### src/rtl/display_scheduler.sv
// Purpose : shares one 8-digit seven-segment driver between the live timer, score flash and end-of-game banner.
// Latency : every output is registered; a LIVE input change shows one cycle later, and a request is acted on from the next edge.
// Backpres: none; requests are one-cycle pulses held in pending flags until their view is entered.
//
// Ports:
//   i_clk, i_reset            : clock and synchronous active-high reset
//   i_time_val, i_score_val   : live timer value and current score
//   i_score_req, i_banner_req : one-cycle request pulses; i_banner_win is sampled with i_banner_req
//   o_score_ack, o_banner_ack : one-cycle pulse on the first cycle of the SCORE / BANNER view
//   o_disp_number, o_disp_score, o_disp_blank : display driver inputs
//   o_view                    : 0 LIVE, 1 GAP, 2 SCORE, 3 BANNER
// Optional macro BANNER_LATCH_EN: BANNER is held until reset, and requests are ignored while in it.
module display_scheduler #(
  parameter int GAP_CYCLES    = 5_000_000,
  parameter int SCORE_CYCLES  = 50_000_000,
  parameter int BANNER_CYCLES = 150_000_000
) (
  input  logic        i_clk,
  input  logic        i_reset,
  input  logic [15:0] i_time_val,
  input  logic [1:0]  i_score_val,
  input  logic        i_score_req,
  input  logic        i_banner_req,
  input  logic        i_banner_win,
  output logic        o_score_ack,
  output logic        o_banner_ack,
  output logic [15:0] o_disp_number,
  output logic [1:0]  o_disp_score,
  output logic        o_disp_blank,
  output logic [1:0]  o_view
);

  localparam int MAX_GS  = (GAP_CYCLES > SCORE_CYCLES) ? GAP_CYCLES : SCORE_CYCLES;
  localparam int MAX_ALL = (MAX_GS > BANNER_CYCLES) ? MAX_GS : BANNER_CYCLES;
  localparam int CNT_W   = $clog2(MAX_ALL) + 1;

  localparam logic [CNT_W-1:0] GAP_LAST   = CNT_W'(GAP_CYCLES - 1);
  localparam logic [CNT_W-1:0] SCORE_LAST = CNT_W'(SCORE_CYCLES - 1);
`ifndef BANNER_LATCH_EN
  localparam logic [CNT_W-1:0] BANNER_LAST = CNT_W'(BANNER_CYCLES - 1);
`endif

  typedef enum logic [1:0] {
    S_LIVE   = 2'd0,
    S_GAP    = 2'd1,
    S_SCORE  = 2'd2,
    S_BANNER = 2'd3
  } state_t;

  state_t             r_state;
  state_t             w_next;
  logic [CNT_W-1:0]   r_cnt;
  logic               r_score_pend;
  logic               r_banner_pend;
  logic               r_win_q;
  logic               r_score_ack;
  logic               r_banner_ack;
  logic [15:0]        r_disp_number;
  logic [1:0]         r_disp_score;
  logic               r_disp_blank;

  logic               w_score_req;
  logic               w_banner_req;
  logic               w_score_eff;
  logic               w_banner_eff;
  logic               w_win_eff;
  logic               w_expire;
  logic               w_score_enter;
  logic               w_banner_enter;
  logic [15:0]        w_nxt_number;
  logic [1:0]         w_nxt_score;
  logic               w_nxt_blank;

`ifdef BANNER_LATCH_EN
  // Game over: once the banner is up, nothing else may claim the display.
  assign w_score_req  = i_score_req  & (r_state != S_BANNER);
  assign w_banner_req = i_banner_req & (r_state != S_BANNER);
`else
  assign w_score_req  = i_score_req;
  assign w_banner_req = i_banner_req;
`endif

  // A request is acted on in the same cycle it arrives, as if its flag were already set.
  assign w_score_eff  = r_score_pend  | w_score_req;
  assign w_banner_eff = r_banner_pend | w_banner_req;
  assign w_win_eff    = w_banner_req ? i_banner_win : r_win_q;

  always_comb begin
    w_expire = 1'b0;
    case (r_state)
      S_GAP:    w_expire = (r_cnt == GAP_LAST);
      S_SCORE:  w_expire = (r_cnt == SCORE_LAST);
`ifdef BANNER_LATCH_EN
      S_BANNER: w_expire = 1'b0;
`else
      S_BANNER: w_expire = (r_cnt == BANNER_LAST);
`endif
      default:  w_expire = 1'b0;
    endcase
  end

  // Next-state logic.
  always_comb begin
    w_next = r_state;
    case (r_state)
      S_LIVE:   if (w_score_eff || w_banner_eff) w_next = S_GAP;
      S_GAP:    if (w_expire) w_next = w_banner_eff ? S_BANNER : S_SCORE;
      // A pending banner preempts a running score flash at once.
      S_SCORE:  if (w_banner_eff) w_next = S_GAP;
                else if (w_expire) w_next = w_score_eff ? S_GAP : S_LIVE;
      S_BANNER: if (w_expire) w_next = (w_banner_eff || w_score_eff) ? S_GAP : S_LIVE;
      default:  w_next = S_LIVE;
    endcase
  end

  assign w_score_enter  = (w_next == S_SCORE)  && (r_state != S_SCORE);
  assign w_banner_enter = (w_next == S_BANNER) && (r_state != S_BANNER);

  // Output logic: values the display registers take on the coming edge.
  always_comb begin
    w_nxt_number = r_disp_number;
    w_nxt_score  = r_disp_score;
    w_nxt_blank  = 1'b1;
    case (w_next)
      S_LIVE: begin
        w_nxt_number = i_time_val;
        w_nxt_score  = i_score_val;
        w_nxt_blank  = 1'b0;
      end
      S_SCORE: begin
        w_nxt_blank = 1'b0;
        if (w_score_enter) begin
          w_nxt_number = i_time_val;
          w_nxt_score  = i_score_val;
        end
      end
      S_BANNER: begin
        w_nxt_blank = 1'b0;
        if (w_banner_enter) begin
          // The driver shows win text for number 4 and lose text for score 0.
          if (w_win_eff) begin
            w_nxt_number = 16'd4;
            w_nxt_score  = i_score_val;
          end else begin
            w_nxt_number = i_time_val;
            w_nxt_score  = 2'd0;
          end
        end
      end
      default: begin
        w_nxt_blank = 1'b1;
      end
    endcase
  end

  // State register, dwell counter, pending flags and output registers.
  always_ff @(posedge i_clk) begin
    if (i_reset) begin
      r_state       <= S_LIVE;
      r_cnt         <= '0;
      r_score_pend  <= 1'b0;
      r_banner_pend <= 1'b0;
      r_win_q       <= 1'b0;
      r_score_ack   <= 1'b0;
      r_banner_ack  <= 1'b0;
      r_disp_number <= 16'd0;
      r_disp_score  <= 2'd0;
      r_disp_blank  <= 1'b1;
    end else begin
      r_state <= w_next;
      // LIVE has no dwell, so its counter idles at zero.
      r_cnt   <= ((w_next != r_state) || (w_next == S_LIVE)) ? '0 : r_cnt + 1'b1;
      // A new request in the same cycle as the clear keeps the flag set.
      r_score_pend  <= w_score_req  | (r_score_pend  & ~w_score_enter);
      r_banner_pend <= w_banner_req | (r_banner_pend & ~w_banner_enter);
      r_win_q       <= w_win_eff;
      r_score_ack   <= w_score_enter;
      r_banner_ack  <= w_banner_enter;
      r_disp_number <= w_nxt_number;
      r_disp_score  <= w_nxt_score;
      r_disp_blank  <= w_nxt_blank;
    end
  end

  assign o_view        = r_state;
  assign o_score_ack   = r_score_ack;
  assign o_banner_ack  = r_banner_ack;
  assign o_disp_number = r_disp_number;
  assign o_disp_score  = r_disp_score;
  assign o_disp_blank  = r_disp_blank;

endmodule

### config.mk
export PLATFORM = sky130hd
export DESIGN_NAME = display_scheduler
export DESIGN_NICKNAME = d
export VERILOG_FILES = /design/src/rtl/display_scheduler.sv
export SDC_FILE = /design/constraint.sdc
export NUM_CORES = 1
export LEC_CHECK = 0
export ABC_AREA = 1
export ABC_CLOCK_PERIOD_IN_PS = 2200
export BUFFER_PORTS_ARGS = -buffer_cell sky130_fd_sc_hd__buf_2
export CORE_MARGIN = 5
export CORE_UTILIZATION = 58
export CTS_CLUSTER_SIZE = 24
export DETAILED_ROUTE_END_ITERATION = 12
export GPL_TIMING_DRIVEN = 0
export PLACE_DENSITY = 0.8
export SLEW_MARGIN = 40
export SYNTH_ARGS = -nofsm -noshare
export SYNTH_HDL_FRONTEND = slang
export SYNTH_SLANG_ARGS = --single-unit
export TNS_END_PERCENT = 1
### constraint.sdc
create_clock -name i_clk -period 2.2 [get_ports i_clk]
set_input_delay 0.44 -clock i_clk [delete_from_list [all_inputs] [get_ports i_clk]]
set_output_delay 0.44 -clock i_clk [all_outputs]
set_load 0.03 [all_outputs]
==> run metrics <==
outcome complete, but fails checks; violated checks negative setup slack; Max stage delay on crit path 0.33 ns; leading post-synthesis cells by cell area dfxtp_1 33%, nand2_1 15%, nor2_1 11%, inv_1 8.6%, nand3_1 6.0%; Die W 85.6 µm; dpl ws -0.128 ns; routed len/inst 12.2 µm; Rel. slew slack 63.5%; Max Cap Viol 0; Core Util, Final 70.5%; CP Max Fanout 10; CTS Buf Count 5; Hold Fails Final Rpt 0; sinks on the clock net 55; drt total wl 8.18 mm; Final GP Congestion 0.885; die area 7330 µm²; Crit. End Element flip-flop; Mapped Cells 533; io pins 46; CP required 2.42 ns; post-synthesis compound-gate area fraction 4.79%; Yosys reg bits 55; pin count of the biggest net entering global routing 16; DIE HEIGHT 85.6 µm; syn_nets 557; detailed-route DRC error count 0; drt first-iter violations 200; Leakage 1.87 nW; Critical Path AT 2.42 ns; crit-path cells buf_6, o21ai_0, nand2_1, inv_1, nand2_1, nor2_2, nand3_2, o211ai_1, nand2_2, buf_6, buf_8, nand4_1, nand2_1, nor2_2, nor2_1; Max Freq 0.454 GHz; H-tree Lvls 2; layout cell share with drive strength beyond 1 20.0%; crit-path most repeated cell nand2_1; vias per cell 5.16; IO Port Bufs 44; antenna violations before repair 0; drt pass-1 iters 5; Setup TNS Final -0.00118 ns; post-route design area 3910 µm²; Crit-path slowest cell dfxtp_2; clock tree buffer depth 2; Final nets 622; main combinational cell family by area after synthesis simple AND/OR/NAND/NOR gates; via count 3,462; antenna viol nets, final 0; crit share post-route 100%; Synth cell types 35; GR Util All Layers 22.2%; final setup violating endpoints 1; Avg Cell Area, Syn 6.22 µm²; worst slew pin tran 0.541 ns; hpwl dp 5.73 mm; vias in the first global route 3,097; critical path launch point type flip-flop; first-pass GRT wire length 13.5 mm; Antenna Diode Count 0; Yosys top cell area share 33.2%; Layout area overhead 17.8%; Initial Util 59.8%; Synth Area in XOR/XNOR 2.64%; total grt overflow 0; CTS clk-pin slew, worst paths 0.10 ns; sequential element share of the synthesized area 33.2%; simple-gate share of the synthesized area 45.5%; Hold Path Class in2reg; setup ws final -0.00118 ns; YS warnings 0; multiplexer share of the synthesized area 0%; Final Critical Period 2.20 ns; RSZ-0062 raised after global routing yes; DP Area 3630 µm²; area leader, netlist dfxtp_1; Clk Latency, worst-skew pair 0.31 ns; Clock Skew 0.00837 ns; VDD IR max 0.247 mV; TritonCTS clock tree done; CTS Root Cell clkbuf_8; Final Max Slew Viols 0; Hold Buf Count CTS 0; post-synthesis adder-cell area fraction 0.377%; commonest non-fill, non-tap cell in the layout nand2_1; most frequent cells in the layout 134 x nand2_1, 93 x nor2_1, 76 x inv_1; PD cells 494 nW/µm²; CORE AREA 5540 µm²; row count 27; Cell Area, Synth 3320 µm²; kind of critical path reg2reg
## cells by family after synthesis
logic type,Yosys count
and+or+nand+nor,340
buffers and inverters,99
DFF,55
AOI/OAI and AO/OA,28
xor gates and xnor gates,10
adders and majority gates,1
## state kept, by name, indices dropped and copies added (netlist names)
register,flops
r_cnt,29
o_view,2
o_banner_ack,1
o_disp_blank,1
o_disp_number,16
o_disp_score,2
r_score_pend,1
r_win_q,1
o_score_ack,1
r_banner_pend,1
## path summary, 6_finish.rpt
| kind | slack (ns) | startpoint | endpoint | depth (start not counted) |
|---|---|---|---|---|
| max reg2reg | -0.001 | o_view[1]$_SDFF_PP0_ | o_disp_number[11]$_SDFFE_PP0P_ | 15 |
| max | -0.001 | o_view[1]$_SDFF_PP0_ | o_disp_number[11]$_SDFFE_PP0P_ | 15 |
| min | 0.35 | i_score_req | r_score_pend$_SDFF_PP0_ | 3 |
| min reg2reg | 0.46 | r_cnt[0]$_SDFF_PP0_ | r_cnt[0]$_SDFF_PP0_ | 1 |
## final cells by class
class | instances | area (µm²)
plain buffers | 20 | 169
well taps | 72 | 90.1
fillers | 503 | 1630
flip-flops and latches | 55 | 1110
repair buffers | 58 | 323
clock inverters | 1 | 5.00
inverters | 79 | 299
clock buffers | 7 | 76.3
multi-input cells | 379 | 1830
## routing by layer
| layer | share of wire (%) | vias up | track usage, % |
|---|---|---|---|
| met5 | 0 | - | 0 |
| met4 | 0.95 | 0 | 6.04 |
| met3 | 6.3 | 8 | 3.84 |
| met2 | 46 | 106 | 35.9 |
| met1 | 47 | 1556 | 30.4 |
| li1 | - | 1792 | - |
## where the power goes
group | switching [mW] | internal (mW)
combinational | 0.216 | 0.112
clock | 0.327 | 0.225
sequential | 0.0201 | 1.03
total | 0.563 | 1.37
## cells in the mapped netlist
cell / n
inv_4: 1
nor2_1: 99
nand2_1: 136
buf_2: 7
nor3_1: 10
nand3_4: 1
nor3b_1: 3
nand4_2: 1
dfxtp_1: 55
xor2_1: 9
and3_1: 2
nand3_2: 1
buf_8: 1
nor4_1: 1
a21oi_4: 1
a21oi_1: 14
nand2_4: 1
and2_1: 1
nand2_2: 3
o211ai_1: 1
o21ai_0: 9
nand3_1: 40
nor2_2: 8
ha_1: 1
inv_1: 76
buf_4: 2
a211oi_1: 1
or2_2: 4
nand3b_1: 2
clkbuf_1: 4
nand4_1: 27
xnor2_1: 1
inv_2: 2
a31oi_1: 2
buf_6: 6
## repair_timing
action	in CTS	in global routing
cloned	0	1
resized for setup	3	31
pin swaps	3	11
setup buffers	3	10
endpoints found under the setup margin	33	41
## through the flow
stage / instances / power, mW / hold slack [ns]
after floorplan: 533 / 1.30 / 0.418
after global placement: 649 / 1.38 / 0.429
after detailed placement: 649 / 1.39 / 0.441
after CTS: 660 / 1.94 / 0.345
after global routing: 671 / 2.03 / 0.368
final: 671 / 1.93 / 0.351
## worst max-delay path: cells and delay by family, from the launching register on
| family | cells | cell delay (ns) |
|---|---|---|
| AOI/OAI and AO/OA | 2 | 0.42 |
| buffers and inverters | 4 | 0.48 |
| DFF | 1 | 0.33 |
| and+or+nand+nor | 9 | 0.88 |
Power figures use the tool's default switching activity.
